--- config.mk ---
export PLATFORM = sky130hd
export DESIGN_NAME = lockstep_req_aligner_flat
export DESIGN_NICKNAME = d
export VERILOG_FILES = /design/src/rtl/lockstep_req_aligner_pkg.sv /design/src/rtl/lockstep_req_aligner_if.sv /design/src/rtl/lockstep_req_aligner_addr_cmp.sv /design/src/rtl/lockstep_req_aligner.sv /design/src/flat_wrapper.sv
export SDC_FILE = /design/constraint.sdc
export NUM_CORES = 1
export LEC_CHECK = 0
export CAP_MARGIN = 10
export CORE_MARGIN = 8
export CORE_UTILIZATION = 35
export CTS_CLUSTER_SIZE = 12
export DETAILED_ROUTE_END_ITERATION = 7
export PLACE_DENSITY = 0.84
export REMOVE_ABC_BUFFERS = 1
export SLEW_MARGIN = 20
export SYNTH_ARGS = -nofsm -noshare
export SYNTH_HDL_FRONTEND = slang
export SYNTH_SLANG_ARGS = --single-unit
--- constraint.sdc ---
create_clock -name clk_i -period 2.5 [get_ports clk_i]
set_clock_uncertainty 0.15 [all_clocks]
set_input_delay 0.25 -clock clk_i [delete_from_list [all_inputs] [get_ports clk_i]]
set_output_delay 0.25 -clock clk_i [all_outputs]
set_load 0.005 [all_outputs]
--- src/rtl/lockstep_req_aligner_pkg.sv ---
// Shared types for the lockstep request aligner: FSM states, fault cause
// encodings and the width of the optional fault counter.
package lockstep_pkg;

    typedef enum logic [1:0] {
        IDLE     = 2'd0,
        SKEW     = 2'd1,
        ISSUE    = 2'd2,
        DEGRADED = 2'd3
    } state_e;

    typedef enum logic [1:0] {
        CAUSE_NONE   = 2'b00,
        SKEW_TIMEOUT = 2'b01,
        MIXED_WEN    = 2'b10,
        WR_CONFLICT  = 2'b11
    } cause_e;

    localparam int FAULT_CNT_W = 16;

endpackage

--- src/rtl/lockstep_req_aligner_if.sv ---
// Core-side request bus of the aligner. The slave modport is the aligner
// itself; the master side is the cores plus lockstep_unit (grants, gated
// requests and the read-broadcast qualifier).
interface lockstep_req_aligner_if #(
    parameter int NB_CORES   = 8,
    parameter int ADDR_WIDTH = 32
);
    logic [NB_CORES-1:0]                 req_i;
    logic [NB_CORES-1:0][ADDR_WIDTH-1:0] add_i;
    logic [NB_CORES-1:0]                 wen_i;
    logic [NB_CORES-1:0]                 gnt_i;
    logic [NB_CORES-1:0]                 req_o;
    logic                                same_address_o;

    modport slave (
        input  req_i, add_i, wen_i, gnt_i,
        output req_o, same_address_o
    );

    modport master (
        output req_i, add_i, wen_i, gnt_i,
        input  req_o, same_address_o
    );
endinterface

--- src/rtl/lockstep_req_aligner_addr_cmp.sv ---
// lockstep_addr_cmp: purely combinational comparison of every core against
// core 0. Masks flag cores whose address / direction differ from core 0.
module lockstep_addr_cmp #(
    parameter int NB_CORES   = 8,
    parameter int ADDR_WIDTH = 32
) (
    input  logic [NB_CORES-1:0][ADDR_WIDTH-1:0] add,
    input  logic [NB_CORES-1:0]                 wen,
    output logic                                addr_eq,
    output logic                                rd_all,
    output logic                                wr_all,
    output logic [NB_CORES-1:0]                 addr_mask,
    output logic [NB_CORES-1:0]                 wen_mask
);

    for (genvar i = 0; i < NB_CORES; i++) begin : g_core
        assign addr_mask[i] = (add[i] != add[0]);
        assign wen_mask[i]  = (wen[i] != wen[0]);
    end

    assign addr_eq = ~|addr_mask;
    assign rd_all  = &wen;
    assign wr_all  = ~|wen;

endmodule

--- src/rtl/lockstep_req_aligner.sv ---
// lockstep_req_aligner: holds core requests until the whole group is present,
// releases them together, flags skew timeouts / mixed direction / same-address
// writes and then falls back to transparent pass-through until cleared.
// Optional: define LOCKSTEP_FAULT_CNT_EN to add fault_cnt_o, a saturating count
// of entries into the degraded state.
module lockstep_req_aligner
    import lockstep_pkg::*;
#(
    parameter int NB_CORES   = 8,
    parameter int ADDR_WIDTH = 32,
    parameter int SKEW_MAX   = 4
) (
    input  logic                   clk_i,
    input  logic                   rst_ni,
    input  logic                   lockstep_mode_i,
    input  logic                   clear_i,
    lockstep_req_aligner_if.slave  bus,
    output logic                   fault_o,
    output logic [1:0]             fault_cause_o,
    output logic [NB_CORES-1:0]    fault_mask_o
`ifdef LOCKSTEP_FAULT_CNT_EN
    ,
    output logic [FAULT_CNT_W-1:0] fault_cnt_o
`endif
);

    localparam int CNT_W = $clog2(SKEW_MAX + 1);
    localparam logic [CNT_W-1:0] SKEW_LIM = CNT_W'(SKEW_MAX);

    state_e               state_q, state_d;
    logic [CNT_W-1:0]     skew_cnt_q, skew_cnt_d;
    logic                 fault_q;
    cause_e               cause_q, cause_d;
    logic [NB_CORES-1:0]  mask_q, mask_d;
    logic                 enter_deg;
    logic [NB_CORES-1:0]  req_gated;
    logic                 same_addr;

    logic                 addr_eq, rd_all, wr_all;
    logic [NB_CORES-1:0]  addr_mask, wen_mask;
    logic                 all_req, any_req, rel_ok, mixed, clear_ok;

    lockstep_addr_cmp #(
        .NB_CORES   (NB_CORES),
        .ADDR_WIDTH (ADDR_WIDTH)
    ) u_addr_cmp (
        .add       (bus.add_i),
        .wen       (bus.wen_i),
        .addr_eq   (addr_eq),
        .rd_all    (rd_all),
        .wr_all    (wr_all),
        .addr_mask (addr_mask),
        .wen_mask  (wen_mask)
    );

    assign all_req  = &bus.req_i;
    assign any_req  = |bus.req_i;
    // Distinct-address writes are safe to release; same-address writes would collide.
    assign rel_ok   = all_req & (rd_all | (wr_all & ~addr_eq));
    assign mixed    = ~rd_all & ~wr_all;
    assign clear_ok = clear_i & ~any_req;

    // Next state, request gating and fault detection.
    always_comb begin
        state_d    = state_q;
        skew_cnt_d = skew_cnt_q;
        req_gated  = '0;
        same_addr  = 1'b0;
        enter_deg  = 1'b0;
        cause_d    = CAUSE_NONE;
        mask_d     = '0;
        if (!lockstep_mode_i) begin
            req_gated  = bus.req_i;
            state_d    = IDLE;
            skew_cnt_d = '0;
        end else begin
            case (state_q)
                IDLE, SKEW: begin
                    if (all_req) begin
                        // A complete group beats a timeout landing in the same cycle.
                        skew_cnt_d = '0;
                        if (rel_ok) begin
                            req_gated = bus.req_i;
                            same_addr = rd_all & addr_eq;
                            state_d   = ISSUE;
                        end else begin
                            enter_deg = 1'b1;
                            state_d   = DEGRADED;
                            cause_d   = mixed ? MIXED_WEN : WR_CONFLICT;
                            mask_d    = mixed ? wen_mask : addr_mask;
                        end
                    end else if (state_q == IDLE) begin
                        if (any_req) begin
                            skew_cnt_d = CNT_W'(1);
                            state_d    = SKEW;
                        end
                    end else if (skew_cnt_q == SKEW_LIM) begin
                        skew_cnt_d = '0;
                        enter_deg  = 1'b1;
                        state_d    = DEGRADED;
                        cause_d    = SKEW_TIMEOUT;
                        mask_d     = ~bus.req_i;
                    end else begin
                        skew_cnt_d = skew_cnt_q + CNT_W'(1);
                    end
                end
                ISSUE: begin
                    req_gated = bus.req_i;
                    same_addr = rd_all & addr_eq & all_req;
                    if (|bus.gnt_i) state_d = IDLE;
                end
                default: begin
                    req_gated = bus.req_i;
                    if (clear_ok) state_d = IDLE;
                end
            endcase
        end
    end

    // Outputs to lockstep_unit go quiet the moment reset is asserted.
    assign bus.req_o          = rst_ni ? req_gated : '0;
    assign bus.same_address_o = rst_ni & same_addr;

    // FSM state and skew counter.
    always_ff @(posedge clk_i or negedge rst_ni) begin
        if (!rst_ni) begin
            state_q    <= IDLE;
            skew_cnt_q <= '0;
        end else begin
            state_q    <= state_d;
            skew_cnt_q <= skew_cnt_d;
        end
    end

    // Sticky fault capture; only an idle clear request wipes it.
    always_ff @(posedge clk_i or negedge rst_ni) begin
        if (!rst_ni) begin
            fault_q <= 1'b0;
            cause_q <= CAUSE_NONE;
            mask_q  <= '0;
        end else if (enter_deg) begin
            fault_q <= 1'b1;
            cause_q <= cause_d;
            mask_q  <= mask_d;
        end else if (clear_ok) begin
            fault_q <= 1'b0;
            cause_q <= CAUSE_NONE;
            mask_q  <= '0;
        end
    end

    assign fault_o       = fault_q;
    assign fault_cause_o = cause_q;
    assign fault_mask_o  = mask_q;

`ifdef LOCKSTEP_FAULT_CNT_EN
    logic [FAULT_CNT_W-1:0] fault_cnt_q;

    // Saturating count of degraded entries; survives clear_i.
    always_ff @(posedge clk_i or negedge rst_ni) begin
        if (!rst_ni) begin
            fault_cnt_q <= '0;
        end else if (enter_deg && (fault_cnt_q != '1)) begin
            fault_cnt_q <= fault_cnt_q + FAULT_CNT_W'(1);
        end
    end

    assign fault_cnt_o = fault_cnt_q;
`endif

endmodule

--- src/flat_wrapper.sv ---
// flat-port wrapper written by rule: the top's interface ports become plain ports
module lockstep_req_aligner_flat import lockstep_pkg::*;
#(
    parameter int NB_CORES   = 8,
    parameter int ADDR_WIDTH = 32,
    parameter int SKEW_MAX   = 4
)
  (clk_i, rst_ni, lockstep_mode_i, clear_i, fault_o, fault_cause_o, fault_mask_o, bus_req_i, bus_add_i, bus_wen_i, bus_gnt_i, bus_req_o, bus_same_address_o);
  lockstep_req_aligner_if #(.NB_CORES(NB_CORES), .ADDR_WIDTH(ADDR_WIDTH)) bus_i ();
  input  logic clk_i;
  input  logic rst_ni;
  input  logic lockstep_mode_i;
  input  logic clear_i;
  output logic fault_o;
  output logic [1:0] fault_cause_o;
  output logic [NB_CORES-1:0] fault_mask_o;
  input wire logic [$bits(bus_i.req_i)-1:0] bus_req_i;
  input wire logic [$bits(bus_i.add_i)-1:0] bus_add_i;
  input wire logic [$bits(bus_i.wen_i)-1:0] bus_wen_i;
  input wire logic [$bits(bus_i.gnt_i)-1:0] bus_gnt_i;
  output wire logic [$bits(bus_i.req_o)-1:0] bus_req_o;
  output wire logic [$bits(bus_i.same_address_o)-1:0] bus_same_address_o;
  assign bus_i.req_i = bus_req_i;
  assign bus_i.add_i = bus_add_i;
  assign bus_i.wen_i = bus_wen_i;
  assign bus_i.gnt_i = bus_gnt_i;
  assign bus_req_o = bus_i.req_o;
  assign bus_same_address_o = bus_i.same_address_o;
  lockstep_req_aligner #(.NB_CORES(NB_CORES), .ADDR_WIDTH(ADDR_WIDTH), .SKEW_MAX(SKEW_MAX)) u_core (.clk_i(clk_i), .rst_ni(rst_ni), .lockstep_mode_i(lockstep_mode_i), .clear_i(clear_i), .bus(bus_i), .fault_o(fault_o), .fault_cause_o(fault_cause_o), .fault_mask_o(fault_mask_o));
endmodule
==> flow_summary.html <==
<table>
<tr><th>Metric</th><th>Value</th></tr>
<tr><th colspan="2">Clock tree</th></tr>
<tr><td>Clock network latency to the later pin of the worst-skew pair</td><td>0.25 ns</td></tr>
<tr><td>Number of CTS-inserted buffers</td><td>3</td></tr>
<tr><td>CTS H-tree lvls</td><td>1</td></tr>
<tr><td>Clk root buf</td><td>sky130_fd_sc_hd__clkbuf_16</td></tr>
<tr><td>Clock Pin Slew Worst Setup and Hold Paths</td><td>0.06 ns</td></tr>
<tr><td>CTS Buffer Depth</td><td>2</td></tr>
<tr><td>Count of hold-fix buffers inserted at cts</td><td>0</td></tr>
<tr><td>Number of sinks on the clock net</td><td>16</td></tr>
<tr><td>TritonCTS clock tree</td><td>yes</td></tr>
<tr><th colspan="2">Setup path</th></tr>
<tr><td>Depth of the worst register-to-register path</td><td>9</td></tr>
<tr><td>Internal reg-to-reg setup slack</td><td>0.27 ns</td></tr>
<tr><td>Worst EP arrival</td><td>2.74 ns</td></tr>
<tr><td>Endpoint required time on the critical path</td><td>2.10 ns</td></tr>
<tr><td>Type of the worst setup path</td><td>in2out</td></tr>
<tr><td>R2r startpoint</td><td>u_core.skew_cnt_q[0]</td></tr>
<tr><td>Reg2reg end</td><td>u_core.fault_mask_o[1]</td></tr>
<tr><td>Max FO, Critical Path</td><td>3</td></tr>
<tr><td>Startpoint kind of the worst setup timing path</td><td>input pin</td></tr>
<tr><td>Worst Setup End Kind</td><td>primary output</td></tr>
<tr><th colspan="2">Synth</th></tr>
<tr><td>Area share of the largest cell type after synthesis</td><td>0.511</td></tr>
<tr><td>Count of warnings emitted by yosys</td><td>0</td></tr>
<tr><td>Most repeated cell in the gate-level netlist after synthesis</td><td>sky130_fd_sc_hd__xor2_1</td></tr>
<tr><td>Dominant synthesized flop cell</td><td>sky130_fd_sc_hd__dfrtp_1</td></tr>
<tr><td>Cell types with the highest counts after synthesis</td><td>sky130_fd_sc_hd__xor2_1 (230), sky130_fd_sc_hd__nor4_1 (59), sky130_fd_sc_hd__nor2_1 (25), sky130_fd_sc_hd__nand2_1 (21), sky130_fd_sc_hd__nand4_1 (19)</td></tr>
<tr><td>Mapped cell area</td><td>0.00394 mm^2</td></tr>
<tr><td>Avg Inst Size Synth</td><td>8.01 um^2</td></tr>
<tr><td>Share of synthesized flip-flops with an asynchronous set or reset</td><td>1.00</td></tr>
<tr><td>Gate count after technology mapping</td><td>492</td></tr>
<tr><td>Library cell occupying the most area in the post-synthesis netlist</td><td>sky130_fd_sc_hd__xor2_1</td></tr>
<tr><td>Number of flops mapped to enable cells by yosys</td><td>0</td></tr>
<tr><td>Part of the Yosys area used for sequential elements</td><td>0.102</td></tr>
<tr><td>Cell variety after synth</td><td>43</td></tr>
<tr><td>Top area cells in the synthesized netlist</td><td>sky130_fd_sc_hd__xor2_1 (51%), sky130_fd_sc_hd__dfrtp_1 (10%), sky130_fd_sc_hd__nor4_1 (9.4%)</td></tr>
<tr><td>Synthesis-stage register bit count</td><td>16</td></tr>
<tr><th colspan="2">STA</th></tr>
<tr><td>Count of final max-slew check failures</td><td>0</td></tr>
<tr><td>Period utilization</td><td>1.25</td></tr>
<tr><td>Max-Slew Margin vs Limit</td><td>0.531</td></tr>
<tr><td>RSZ-0062 raised after global routing</td><td>true</td></tr>
<tr><td>Max Clock Freq</td><td>319 MHz</td></tr>
<tr><td>Slew at the pin closest to its max-slew limit</td><td>0.697 ns</td></tr>
<tr><td>Final Hold Violating Endpoints</td><td>0</td></tr>
<tr><td>Final count of negative-setup-slack endpoints</td><td>21</td></tr>
<tr><td>Crit path time final</td><td>3.14 ns</td></tr>
<tr><td>Post-route worst setup slack</td><td>-0.637 ns</td></tr>
<tr><td>Smallest hold slack</td><td>0.289 ns</td></tr>
<tr><th colspan="2">Route</th></tr>
<tr><td>DRC violation count after routing</td><td>0</td></tr>
<tr><td>DRC marker count from the first detailed-route iteration</td><td>641</td></tr>
<tr><td>Total wire length after detailed routing</td><td>31100 um</td></tr>
<tr><td>DRT Pass-1 Iters</td><td>5</td></tr>
<tr><td>Post-detailed-route via-to-cell ratio</td><td>5.67</td></tr>
<tr><td>Detailed-route wire length per cell</td><td>27.8 um</td></tr>
<tr><td>Via count</td><td>6352</td></tr>
<tr><td>Final ANT Viol Nets</td><td>0</td></tr>
<tr><th colspan="2">Flow run</th></tr>
<tr><td>Max cap viols</td><td>0</td></tr>
<tr><th colspan="2">Placement</th></tr>
<tr><td>Post-DP HPWL</td><td>21500 um</td></tr>
<tr><td>Number of buffer cells added on primary ports</td><td>303</td></tr>
<tr><td>RePlAce Congestion</td><td>0.995</td></tr>
<tr><td>Pre-CTS worst setup slack</td><td>-1.40 ns</td></tr>
<tr><th colspan="2">Final layout</th></tr>
<tr><td>Fraction of layout cells with a size suffix above 1</td><td>0.384</td></tr>
<tr><td>Nets</td><td>1252</td></tr>
<tr><td>Layout-stage area growth over the synthesis result</td><td>144%</td></tr>
<tr><th colspan="2">Floorplan</th></tr>
<tr><td>Number of placement rows</td><td>38</td></tr>
<tr><td>Vertical die dimension</td><td>122 um</td></tr>
<tr><td>Top-level port count</td><td>304</td></tr>
<tr><td>Effective utilization at floorplan</td><td>0.360</td></tr>
<tr><td>Die area</td><td>0.0149 mm^2</td></tr>
<tr><td>Die Span X</td><td>122 um</td></tr>
<tr><td>Core area</td><td>0.0109 mm^2</td></tr>
<tr><th colspan="2">Power</th></tr>
<tr><td>Leakage</td><td>0.00455 uW</td></tr>
<tr><td>Pwr/cell area</td><td>221 mW/mm^2</td></tr>
<tr><td>IR Drop Worst-Case VDD</td><td>0.263 mV</td></tr>
<tr><th colspan="2">Global route</th></tr>
<tr><td>GRT overflow</td><td>0</td></tr>
<tr><td>Maximum number of pins on one net before global-route repair</td><td>25</td></tr>
<tr><td>Global-route total usage across every layer</td><td>0.362</td></tr>
<tr><td>First-pass GRT wire length</td><td>40500 um</td></tr>
<tr><td>Number of global-route vias before repair</td><td>6549</td></tr>
<tr><td>Initial antenna violation count</td><td>17</td></tr>
<tr><th colspan="2">Status</th></tr>
<tr><td>Violations in the final reports</td><td>setup timing</td></tr>
<tr><td>Result of the run</td><td>complete, but fails checks</td></tr>
<tr><th colspan="2">Hold path</th></tr>
<tr><td>Path class of the lowest-slack min-delay path</td><td>in2async</td></tr>
</table>
worst max-delay path, cell delays in order:
cell	delay (ns)
sky130_fd_sc_hd__clkdlybuf4s50_1	0.41
sky130_fd_sc_hd__xor2_1	0.16
sky130_fd_sc_hd__nor4_1	0.42
sky130_fd_sc_hd__nand4_1	0.20
sky130_fd_sc_hd__nor2_2	0.17
sky130_fd_sc_hd__nand4_1	0.26
sky130_fd_sc_hd__o31a_1	0.42
sky130_fd_sc_hd__buf_4	0.15
sky130_fd_sc_hd__and3_4	0.17
sky130_fd_sc_hd__buf_6	0.11
cell usage in the layout, fill, tap and decap left out, types with 8 or more instances in the layout:
master / n
sky130_fd_sc_hd__nand4_1: 19
sky130_fd_sc_hd__dlymetal6s2s_1: 44
sky130_fd_sc_hd__nor2_2: 9
sky130_fd_sc_hd__nor4_1: 17
sky130_fd_sc_hd__diode_2: 17
sky130_fd_sc_hd__clkbuf_2: 8
sky130_fd_sc_hd__dfrtp_1: 16
sky130_fd_sc_hd__buf_2: 14
sky130_fd_sc_hd__xor2_2: 34
sky130_fd_sc_hd__a21oi_1: 11
sky130_fd_sc_hd__buf_4: 142
sky130_fd_sc_hd__buf_6: 61
sky130_fd_sc_hd__clkdlybuf4s50_1: 127
sky130_fd_sc_hd__nor4_2: 36
sky130_fd_sc_hd__xor2_1: 189
sky130_fd_sc_hd__nand2_1: 20
sky130_fd_sc_hd__buf_12: 10
sky130_fd_sc_hd__nor2_1: 17
sky130_fd_sc_hd__dlygate4sd2_1: 86
power by group:
part,switching [uW],internal (uW),leakage [uW]
sequential,22.0,286,0.000214
combinational,668,789,0.00430
clock,119,244,0.0000443
how the worst max path moves through the flow:
stage | end | startpoint | depth (start not counted)
after floorplan | u_core.fault_mask_o[1] | bus_add_i[31] | 7
after global placement | bus_req_o[0] | bus_add_i[10] | 11
after detailed placement | bus_req_o[5] | bus_add_i[10] | 11
after CTS | bus_req_o[0] | bus_add_i[14] | 12
after global routing | bus_req_o[0] | bus_add_i[201] | 10
final | bus_req_o[0] | bus_add_i[201] | 10
sequential cells by signal, summed over array words and instances, names as in the netlist:
register and cells:
u_core.skew_cnt_q 3, u_core.fault_o 1, u_core.state_q 2, u_core.fault_cause_o 2, u_core.fault_mask_o 8
cell type report:
type	count	area [um^2]
repair buffers	504	4790
multi-input cells	432	4090
fillers	529	1320
flip-flops and latches	16	400
well taps	140	175
clock buffers	4	88.8
diodes	17	42.5
inverters	7	26.3
routing by layer:
metal  part of all wire  vias to the layer above  GRT usage
li1                   -                     2618          -
met1               0.34                     3000      0.381
met2               0.48                      547      0.646
met3              0.096                      187     0.0842
met4              0.083                        0      0.213
met5                  0                        -          0
per-stage QoR:
stage	TNS [ns]	power, uW	cell area (um^2)	instances	utilization
CTS	-4.08	1950	8940	1083	0.817
finish	-9.22	2130	9610	1120	0.879
floorplan	0	634	3650	454	-
detailed placement	-22.18	1490	7690	998	0.703
global placement	-20.98	1480	7690	998	0.703
global route	-10.47	2190	9610	1120	0.879
kinds of logic (layout without fill, tap and decap cells):
group | Yosys count | after routing | share of synthesized area
other cells | 0 | 17 | 0
flops | 16 | 16 | 0.102
fa+ha+maj | 4 | 4 | 0.0127
xor+xnor | 230 | 230 | 0.511
simple gates | 152 | 152 | 0.215
mux | 7 | 7 | 0.0178
compound gates | 38 | 39 | 0.0607
buf+inv | 45 | 515 | 0.0813
what timing repair did:
item	CTS	global route
pin swaps	138	84
gates cloned	1	0
setup buffers	92	27
resized for setup	374	142
endpoints found under the setup margin	21	21
Power figures use the tool's default switching activity.
